[src/rtl/pad_scan.sv]
// Digital-pad scanner: walks the TH/TR select lines through four phases, samples the
// returned nibble after a settle time, and publishes a 16-bit active-low button word.
//
// state  | meaning
// IDLE   | selects parked at 11, waiting for a scan request
// PHASE  | select {TH,TR} = phase index driven, settle counter running
// FINISH | one cycle: publish DATA/PRESENT, pulse DONE
module pad_scan #(
    parameter int unsigned SETTLE_CYC = 8
) (
    input  logic        CLK,
    input  logic        RST,
    input  logic        CE,
    input  logic        REQ,
    input  logic [6:0]  PI,
    output logic [6:0]  PO,
    output logic [6:0]  PDIR,
    output logic        BUSY,
    output logic        DONE,
    output logic        PRESENT,
    output logic [15:0] DATA
);

    typedef enum logic [1:0] {
        S_IDLE   = 2'd0,
        S_PHASE  = 2'd1,
        S_FINISH = 2'd2
    } state_t;

    localparam logic [7:0] RELOAD = 8'(SETTLE_CYC - 1);

    state_t      r_state;
    state_t      w_next;
    logic [7:0]  r_cnt;
    logic [1:0]  r_phase;
    logic [15:0] r_shadow;
    logic [15:0] r_data;
    logic        r_present;
    logic        r_done;
    logic [3:0]  r_pi_s1;
    logic [3:0]  r_pi_s2;
    logic [1:0]  w_sel;
    logic        w_busy;
    logic        w_pad_id;
    logic        w_unused;

    assign w_unused = ^PI[6:4];

    // Phase-3 low bits read 100 only when a digital pad is answering
    assign w_pad_id = (r_shadow[2:0] == 3'b100);

    always_ff @(posedge CLK) begin
        if (RST) begin
            r_state <= S_IDLE;
        end else if (CE) begin
            r_state <= w_next;
        end
    end

    always_comb begin
        w_next = r_state;
        w_sel  = 2'b11;
        w_busy = 1'b0;
        case (r_state)
            S_IDLE: begin
                if (REQ) begin
                    w_next = S_PHASE;
                end
            end
            S_PHASE: begin
                w_sel  = r_phase;
                w_busy = 1'b1;
                if ((r_cnt == 8'd0) && (r_phase == 2'd3)) begin
                    w_next = S_FINISH;
                end
            end
            S_FINISH: begin
                w_next = S_IDLE;
            end
            default: begin
                w_next = S_IDLE;
            end
        endcase
    end

    always_ff @(posedge CLK) begin
        if (RST) begin
            r_cnt     <= 8'd0;
            r_phase   <= 2'd0;
            r_shadow  <= 16'hFFFF;
            r_data    <= 16'hFFFF;
            r_present <= 1'b0;
            r_done    <= 1'b0;
            r_pi_s1   <= 4'hF;
            r_pi_s2   <= 4'hF;
        end else if (CE) begin
            r_pi_s1 <= PI[3:0];
            r_pi_s2 <= r_pi_s1;
            r_done  <= 1'b0;
            case (r_state)
                S_IDLE: begin
                    if (REQ) begin
                        r_phase <= 2'd0;
                        r_cnt   <= RELOAD;
                    end
                end
                S_PHASE: begin
                    if (r_cnt == 8'd0) begin
                        case (r_phase)
                            2'd0:    r_shadow[15:12] <= r_pi_s2;
                            2'd1:    r_shadow[11:8]  <= r_pi_s2;
                            2'd2:    r_shadow[7:4]   <= r_pi_s2;
                            default: r_shadow[3:0]   <= r_pi_s2;
                        endcase
                        if (r_phase != 2'd3) begin
                            r_phase <= r_phase + 2'd1;
                            r_cnt   <= RELOAD;
                        end
                    end else begin
                        r_cnt <= r_cnt - 8'd1;
                    end
                end
                S_FINISH: begin
                    r_present <= w_pad_id;
                    r_data    <= w_pad_id ? r_shadow : 16'hFFFF;
                    r_done    <= 1'b1;
                end
                default: begin
                    r_done <= 1'b0;
                end
            endcase
        end
    end

    assign PO      = {w_sel, 5'b00000};
    assign PDIR    = 7'b1100000;
    assign BUSY    = w_busy;
    assign DONE    = r_done;
    assign PRESENT = r_present;
    assign DATA    = r_data;

endmodule

[config.mk]
export PLATFORM = sky130hd
export DESIGN_NAME = pad_scan
export DESIGN_NICKNAME = d
export VERILOG_FILES = /design/src/rtl/pad_scan.sv
export SDC_FILE = /design/constraint.sdc
export NUM_CORES = 1
export LEC_CHECK = 0
export ABC_AREA = 1
export CAP_MARGIN = 20
export CORE_MARGIN = 4
export CORE_UTILIZATION = 45
export CTS_CLUSTER_SIZE = 30
export DETAILED_ROUTE_END_ITERATION = 12
export DONT_BUFFER_PORTS = 1
export GPL_TIMING_DRIVEN = 1
export PLACE_DENSITY_LB_ADDON = 0.12
export SLEW_MARGIN = 5
export SYNTH_ARGS = -nofsm -noshare
export SYNTH_HDL_FRONTEND = slang
export SYNTH_SLANG_ARGS = --single-unit
[constraint.sdc]
create_clock -name CLK -period 1.92 [get_ports CLK]
set_clock_uncertainty 0.15 [all_clocks]
set_input_delay 0.384 -clock CLK [delete_from_list [all_inputs] [get_ports CLK]]
set_output_delay 0.384 -clock CLK [all_outputs]
set_load 0.01 [all_outputs]
==> reports/metrics.cfg, run 1 <==
[outcome]
status = finished, final reports clean

[place]
port_buffers = 0
dp_hpwl_mm = 3.131
place.gp.congestion = 0.8132

[yosys]
synth.top_cell.area_share_pct = 46.68
syn_avg_cell_area_um2 = 7.877
synth_area_mm2 = 0.002316
synth_area_leader_cell = dfxtp_1
synthCells = 294
yosysUniqueCellTypes = 25
ys_ff_latch = 54
ys_warn_count = 0
synth_area_leaders = dfxtp_1 47%, nand2_1 12%, o211ai_1 5.2%
ys_seq_area_share_pct = 46.68

[detailed_routing]
post_drt_via_cell_ratio = 4.973
wl_per_cell_um = 12.46
drcViolationCount = 0
ant_nets = 0
firstDrtPassIters = 4
vias = 1815
initialDrtViolationCount = 156
wl_mm = 4.549

[floorplan]
pin_count = 44
design.die.area_mm2 = 0.006358
num_rows = 25
die_h_um = 79.74
die_w_um = 79.74
coreArea_mm2 = 0.004848
initial_core_util_pct = 47.77

[sta]
post-route-min-period_ns = 1.712
setup_viol = 0
hold_viol = 0
period_share_pct = 89.15
rsz0062_at_grt = false
setup-tns-final_ns = 0
drv_slew = 0
hold_ws_ns = 0.01457
timing.fmax_ghz = 0.5842

[clocking]
cts_root_buffer = clkbuf_8
clock_sinks = 54
numCtsBuffers = 5
cts_buffer_depth = 2
clk_latency_ns = 0.31
cts_hold_buf = 2
postCtsResizedCells = 0
h-tree-depth = 2
clkSlewWorstSetupHoldPaths_ns = 0.10
cts_setup_buffers = 0
cts_tree = built

[pwr]
power_leakage_nw = 1.113
power_density_mw_per_mm2 = 854.1
max-vdd-ir-drop_uv = 571.7

[layout]
multiInputGateArea_mm2 = 0.001030
regArea_mm2 = 0.001081
final_common_cell = nand2_1
layout_common_cells = 73 x nand2_1, 54 x dfxtp_1, 21 x inv_1, 21 x nor2_1, 18 x nand3_1
drive_above_1_share_pct = 11.07
nFillCells = 494
syn2layout_area_growth_pct = 6.429
nets = 314
n_antenna_cell = 0

[global_routing]
overflow = 0
grt_max_degree = 36
antenna_found_initial = 0
grt.total_usage_pct = 15.65
grt_pass1_vias = 1656
grt_pass1_wl_mm = 7.783

[critical_path]
path_max_fanout = 10
critPathArrivalTime_ns = 1.77
endpoint_kind = register
crit_required_ns = 1.98
path_class = register to register
cp-start-kind = register

[flow_run]
cap_viol_max_count = 0

[min_path]
hp-class = input port to register

-- metrics by stage --
step	total power [W]	setup WS, ns	area, um^2	util [%]	cells
2_1_floorplan	0.001418	0.4397	2354	-	304
3_3_place_gp	0.001442	0.2642	2337	48.21	354
3_5_place_dp	0.001445	0.2200	2337	48.21	354
4_1_cts	0.002135	0.2048	2455	50.63	364
5_1_grt	0.002231	0.01185	2465	50.84	365
6_report	0.002105	0.2083	2465	50.84	365
-- per-layer routing --
layer,routed length [um],vias up,global-route usage [%]
met5,0,-,0
met4,40,0,5.068
met3,286,4,4.740
met2,1910,48,22.79
met1,2311,814,22.06
li1,-,949,-
-- sequential cells by signal, summed over array words and instances (netlist names) --
| register | count |
|---|---|
| PRESENT | 1 |
| r_cnt | 8 |
| DONE | 1 |
| DATA | 16 |
| r_shadow | 16 |
| r_phase | 2 |
| r_state | 2 |
| r_pi_s2 | 4 |
| r_pi_s1 | 4 |
-- synth_stat cells (all sizes together) --
master / instances
nand2: 74
ha: 6
nand3: 23
inv: 29
clkbuf: 6
o21a: 1
xnor2: 1
conb: 2
o22ai: 13
a21oi: 10
nor3: 1
buf: 15
nand4: 7
dfxtp: 54
o21ai: 8
clkinv: 1
nor2: 27
o211ai: 16
-- area by class of cell --
| class | instances | area share, % |
|---|---|---|
| Sequential cell | 54 | 43.86 |
| Multi-Input combinational cell | 199 | 41.78 |
| Inverter | 30 | 4.569 |
| Tap cell | 67 | 3.401 |
| Clock buffer | 5 | 2.792 |
| Timing Repair Buffer | 7 | 2.437 |
| Clock inverter | 3 | 1.168 |
-- critical path, cell delays in order (launching register included) --
cell and delay [ns]:
dfxtp_1 0.33, inv_1 0.11, ha_1 0.21, inv_1 0.05, nor2_1 0.13, nand3_2 0.21, nand2_1 0.23, inv_2 0.07
nor2_1 0.08, nor2_1 0.05
-- final timing paths --
path | end | startpoint | cells past startpoint | slack (ns)
worst max register to register | r_cnt[1]$_SDFFE_PP0P_ | r_cnt[0]$_SDFFE_PP0P_ | 9 | 0.21
worst min-delay path | r_pi_s2[2]$_SDFFE_PP1P_ | CE | 1 | 0.01
worst min register to register | r_pi_s1[1]$_SDFFE_PP1P_ | r_pi_s1[1]$_SDFFE_PP1P_ | 2 | 0.32
worst max-delay path | r_cnt[1]$_SDFFE_PP0P_ | r_cnt[0]$_SDFFE_PP0P_ | 9 | 0.21
-- power breakdown --
group | total (W) | switching, W | internal (W)
Clock | 0.000678 | 0.000405 | 0.000274
Sequential | 0.00117 | 0.0000215 | 0.00115
Combinational | 0.000253 | 0.000172 | 0.0000816
Total | 0.00211 | 0.000598 | 0.00151
-- logic make-up after synthesis --
kind of cell | Yosys count | synth area share [%]
AO/OA/AOI/OAI | 48 | 12.97
buffers and inverters | 51 | 10.48
other | 2 | 0.3243
flip-flops | 54 | 46.68
AND/OR/NAND/NOR | 132 | 25.93
XOR/XNOR | 1 | 0.3782
adder cells (fa/ha/maj) | 6 | 3.241
No activity file was read; power rests on OpenSTA's default activity.
==> run 2, diff against run 1 <==
==> constraint.sdc (replaced) <==
create_clock -name CLK -period 1.92 [get_ports CLK]
set_clock_uncertainty 0.15 [all_clocks]
set_input_delay 0.48 -clock CLK [delete_from_list [all_inputs] [get_ports CLK]]
set_output_delay 0.48 -clock CLK [all_outputs]
set_load 0.01 [all_outputs]
==> run 2 against run 1 <==
Critical path depth is 6 lower. Register-to-register slack hardly changed. Clock power barely moved. Count of clock-buffer cells in the layout grew 1. Setup slack got worse by 0.10 ns. Sequential power about the same. Critical endpoint is now PO[5]. Largest cell class unchanged.
==> reports/metrics.cfg, run 2 (synthesis gave the netlist of run 1 again) <==
[detailed_routing]
wl_per_cell_um = 12.79
initialDrtViolationCount = 114
firstDrtPassIters = 4
ant_nets = 0
vias = 1788
wl_mm = 4.655
post_drt_via_cell_ratio = 4.912
drcViolationCount = 0

[critical_path]
path_class = register to output port
path_max_fanout = 5
crit_path_max_incr_delay_ns = 0.40
rrSetupSlack_ns = 0.22
critPathArrivalTime_ns = 1.18
r2r_cells = 8
crit_required_ns = 1.29
cp-start-kind = register
worst_path_max_delay_cell = dfxtp_1
crit_path_cell_trace = inv_2 > nor2_4 > nand2_1
endpoint_kind = output port

[pwr]
intPower_w = 0.001528
combPwrFrac_pct = 11.7
p_sw_w = 0.0005689
clock_power_share_pct = 32.3
power_frac_seq_pct = 56.0
power_leakage_nw = 1.103
power_density_mw_per_mm2 = 856.1
p_sw_share_pct = 27.13
max-vdd-ir-drop_uv = 418.9

[clocking]
cts_root_buffer = clkbuf_8
postCtsResizedCells = 0
cts_buffer_depth = 2
clk_latency_ns = 0.31
clock_sinks = 54
cts_setup_buffers = 0
clkSlewWorstSetupHoldPaths_ns = 0.10
h-tree-depth = 2
numCtsBuffers = 5
cts_tree = built
cts_hold_buf = 0

[global_routing]
antenna_found_initial = 0
grt_max_degree = 34
grt_pass1_wl_mm = 7.824
grt.total_usage_pct = 15.61
grt_pass1_vias = 1620
overflow = 0

[sta]
setup_viol = 0
rsz0062_at_grt = false
setup-tns-final_ns = 0
period_share_pct = 94.51
hold_viol = 0
drv_slew = 0
timing.fmax_ghz = 0.5511
post-route-min-period_ns = 1.815

[min_path]
hp-class = input port to register
whs_path_depth = 1

[layout]
nets = 313
final_common_cell = nand2_1
n_antenna_cell = 0
drive_above_1_share_pct = 11.78
layout_common_cells = 73 x nand2_1, 54 x dfxtp_1, 21 x inv_1, 21 x nor2_1, 18 x nand3_1
fin_cells = 364
syn2layout_area_growth_pct = 5.781
nFillCells = 488

[floorplan]
design.die.area_mm2 = 0.006358
num_rows = 25
die_w_um = 79.74
initial_core_util_pct = 47.77
die_h_um = 79.74
pin_count = 44
coreArea_mm2 = 0.004848

[outcome]
status = finished, final reports clean

[place]
dp.cells = 355
dp_hpwl_mm = 3.173
place.gp.congestion = 0.8278
port_buffers = 0

[flow_run]
cap_viol_max_count = 0

[run 2: cell count changes in the layout (fill, tap and decap cells not counted), sizes merged]
cell,previous run,this run
clkinv,2,1
nor2,27,28
clkbuf,5,6
inv,31,30
buf,4,5
clkinvlp,0,1
dlygate4sd3,3,0
[run 2: power groups by stage]
stage | Sequential (W) | Clock [W] | Combinational (W)
finish | 0.00117 | 0.000677 | 0.000246
global route | 0.00118 | 0.000743 | 0.000283
CTS | 0.00117 | 0.000705 | 0.000245
detailed placement | 0.00120 | 0 | 0.000244
global placement | 0.00120 | 0 | 0.000243
floorplan | 0.00119 | 0 | 0.000223
[run 2: critical path, delay by kind of cell, from the launching register on]
kind | cells | cell delay [ns]
DFF | 1 | 0.40
and+or+nand+nor | 2 | 0.39
buffers and inverters | 1 | 0.09
[run 2: through the flow]
step	instance area [um^2]	utilization, %	worst slack [ns]	power (W)	hold slack (ns)
after floorplan	2354	-	0.4397	0.001418	0.2792
after detailed placement	2345	48.36	0.2556	0.001443	0.2939
after global routing	2450	50.53	0.01911	0.002204	0.05616
after global placement	2345	48.36	0.2947	0.001442	0.2908
final	2450	50.53	0.1055	0.002097	0.07939
after CTS	2444	50.40	0.04772	0.002123	0.06416
[run 2: metal layers]
metal	share of wire [%]	up-vias	GRT usage, %
met5	0	-	0
met4	1.2	0	4.561
met3	5.1	5	4.853
met2	42	37	24.12
met1	52	796	20.93
li1	-	950	-
[run 2: path summary, 6_finish.rpt]
| kind | startpoint | endpoint |
|---|---|---|
| setup reg to reg | r_cnt[0]$_SDFFE_PP0P_ | r_phase[0]$_SDFFE_PP0P_ |
| hold / removal | RST | PRESENT$_SDFFE_PP0P_ |
| setup / recovery | r_state[0]$_SDFFE_PP0P_ | PO[5] |
| hold reg to reg | r_pi_s1[1]$_SDFFE_PP1P_ | r_pi_s1[1]$_SDFFE_PP1P_ |
[run 2: final cells by class]
| class | instances | area (um^2) | area share, % |
|---|---|---|---|
| clock buffers | 6 | 82.58 | 3.371 |
| clock inverters | 2 | 16.27 | 0.6639 |
| inverters | 30 | 112.6 | 4.597 |
| multi-input cells | 200 | 1036 | 42.29 |
| flip-flops and latches | 54 | 1081 | 44.13 |
| well taps | 67 | 83.83 | 3.422 |
| repair buffers | 5 | 37.54 | 1.532 |
==> run 3, diff against run 2 <==
Settings changed: CELL_PAD_IN_SITES_DETAIL_PLACEMENT set to 1, CELL_PAD_IN_SITES_GLOBAL_PLACEMENT set to 2, CORE_UTILIZATION 45 to 35, RECOVER_POWER set to 100.
==> run 3 against run 2 <==
Critical path depth stayed put. Global-route usage is 1.5 points lower. Sequential power hardly changed. First-iteration DRC count is 50% lower. Register-to-register slack hardly changed. Final area is 0.10% higher. Hold slack worse by 0.0033 ns. Combinational power is 3% higher. Critical path type unchanged. Largest power group unchanged.
==> reports/metrics.cfg, run 3 (synthesis gave the netlist of run 1 again) <==
[layout]
nets = 312
drive_above_1_share_pct = 10.47
layout_common_cells = 73 x nand2_1, 54 x dfxtp_1, 24 x inv_1, 21 x nor2_1, 18 x nand3_1
final_common_cell = nand2_1
final_cell_area_mm2 = 0.002452
fin_cells = 373
syn2layout_area_growth_pct = 5.889
n_antenna_cell = 0

[clocking]
clk_latency_ns = 0.31
cts_tree = built
clkSlewWorstSetupHoldPaths_ns = 0.11
h-tree-depth = 2
cts_root_buffer = clkbuf_8
postCtsResizedCells = 0
cts_setup_buffers = 0
numCtsBuffers = 5
cts_hold_buf = 0
cts_buffer_depth = 2
clock_sinks = 54

[critical_path]
crit_required_ns = 1.29
r2r_cells = 8
path_max_fanout = 7
cp.buffers_inverters = 2
startpoint = r_state[0]$_SDFFE_PP0P_
worst_path_max_delay_cell = dfxtp_1
crit_path_max_incr_delay_ns = 0.42
path_class = register to output port
critPathArrivalTime_ns = 1.15
crit_path_cell_trace = inv_2 > nor2_4 > buf_4
critical_path_cell_count = 3
endpoint_kind = output port
cp-start-kind = register
critPathTopFamily = flip-flops
r2r-start = r_cnt[0]$_SDFFE_PP0P_

[sta]
setup_viol = 0
rsz0062_at_grt = false
period_share_pct = 92.95
hold_viol = 0
worstMarginPinSlew_ns = 0.6871
hold_ws_ns = 0.07606
drv_slew = 0
timing.fmax_ghz = 0.5603
setup-tns-final_ns = 0
post-route-min-period_ns = 1.785
maxSlewHeadroom_pct = 54.19

[outcome]
status = finished, final reports clean

[min_path]
worstHoldStart = RST
whs_path_depth = 1
hp-class = input port to register

[global_routing]
grt_pass1_vias = 1761
grt_pass1_wl_mm = 8.749
grt.total_usage_pct = 14.12
antenna_found_initial = 0
grt_max_degree = 35
overflow = 0

[detailed_routing]
wl_mm = 5.273
wl_per_cell_um = 14.14
post_drt_via_cell_ratio = 4.871
vias = 1817
ant_nets = 0
drcViolationCount = 0
firstDrtPassIters = 4
initialDrtViolationCount = 57

[floorplan]
pin_count = 44
die_h_um = 89.35
die_w_um = 89.35
initial_core_util_pct = 36.27
coreArea_mm2 = 0.006386
design.die.area_mm2 = 0.007983
num_rows = 29

[pwr]
power_leakage_nw = 1.108
max-vdd-ir-drop_uv = 487.9
power_density_mw_per_mm2 = 861.3

[place]
dp_hpwl_mm = 3.806
place.gp.congestion = 0.7437
dp.cells = 365
port_buffers = 0
dpl-instance-area_mm2 = 0.002357

[flow_run]
cap_viol_max_count = 0

[run 3: cell types whose count changed in the layout (fill, tap and decap cells not counted), sizes merged]
cell	previous run	this run
buf	5	4
clkinv	1	3
clkinvlp	1	0
nor2	28	27
[run 3: worst reg2reg max path: stages, from the launching register on]
cell     delay, ns
dfxtp_1       0.32
inv_1         0.11
ha_1          0.22
nand2_1       0.12
o21ai_1       0.24
nand3_1       0.26
nand2_1       0.12
inv_1         0.04
nor2_1        0.08
[run 3: layer usage]
layer | GRT usage, % | wire [um]
met5 | 0 | 0
met4 | 3.654 | 42
met3 | 3.410 | 234
met2 | 20.50 | 2182
met1 | 20.83 | 2812
[run 3: final timing paths]
check,endpoint,slack (ns)
worst max-delay path,BUSY,0.14
worst min-delay path,r_phase[1]$_SDFFE_PP0P_,0.08
worst max register to register,r_phase[0]$_SDFFE_PP0P_,0.22
worst min register to register,r_pi_s1[0]$_SDFFE_PP1P_,0.32
[run 3: final cells by class]
| class | instances | area, um^2 |
|---|---|---|
| multi-input combinational | 199 | 1030 |
| clock buffer | 5 | 68.82 |
| sequential | 54 | 1081 |
| fill | 790 | 3934 |
| inverter | 30 | 112.6 |
| clock inverter | 3 | 28.78 |
| timing repair buffer | 5 | 35.03 |
| tap | 77 | 96.34 |
[run 3: metrics by stage]
step                      total power [W]  utilization [%]  worst slack [ns]
after global routing             0.002251            38.40          0.001326
after floorplan                  0.001418                -            0.4397
after detailed placement         0.001458            36.91            0.1906
after CTS                        0.002147            38.44            0.1013
after global placement           0.001453            36.91            0.2122
final                            0.002112            38.40            0.1354
[run 3: report_power, final]
group | switching (W) | internal [W]
combinational | 0.000175 | 0.0000786
sequential | 0.0000226 | 0.00115
clock | 0.000412 | 0.000272
total | 0.000610 | 0.00150
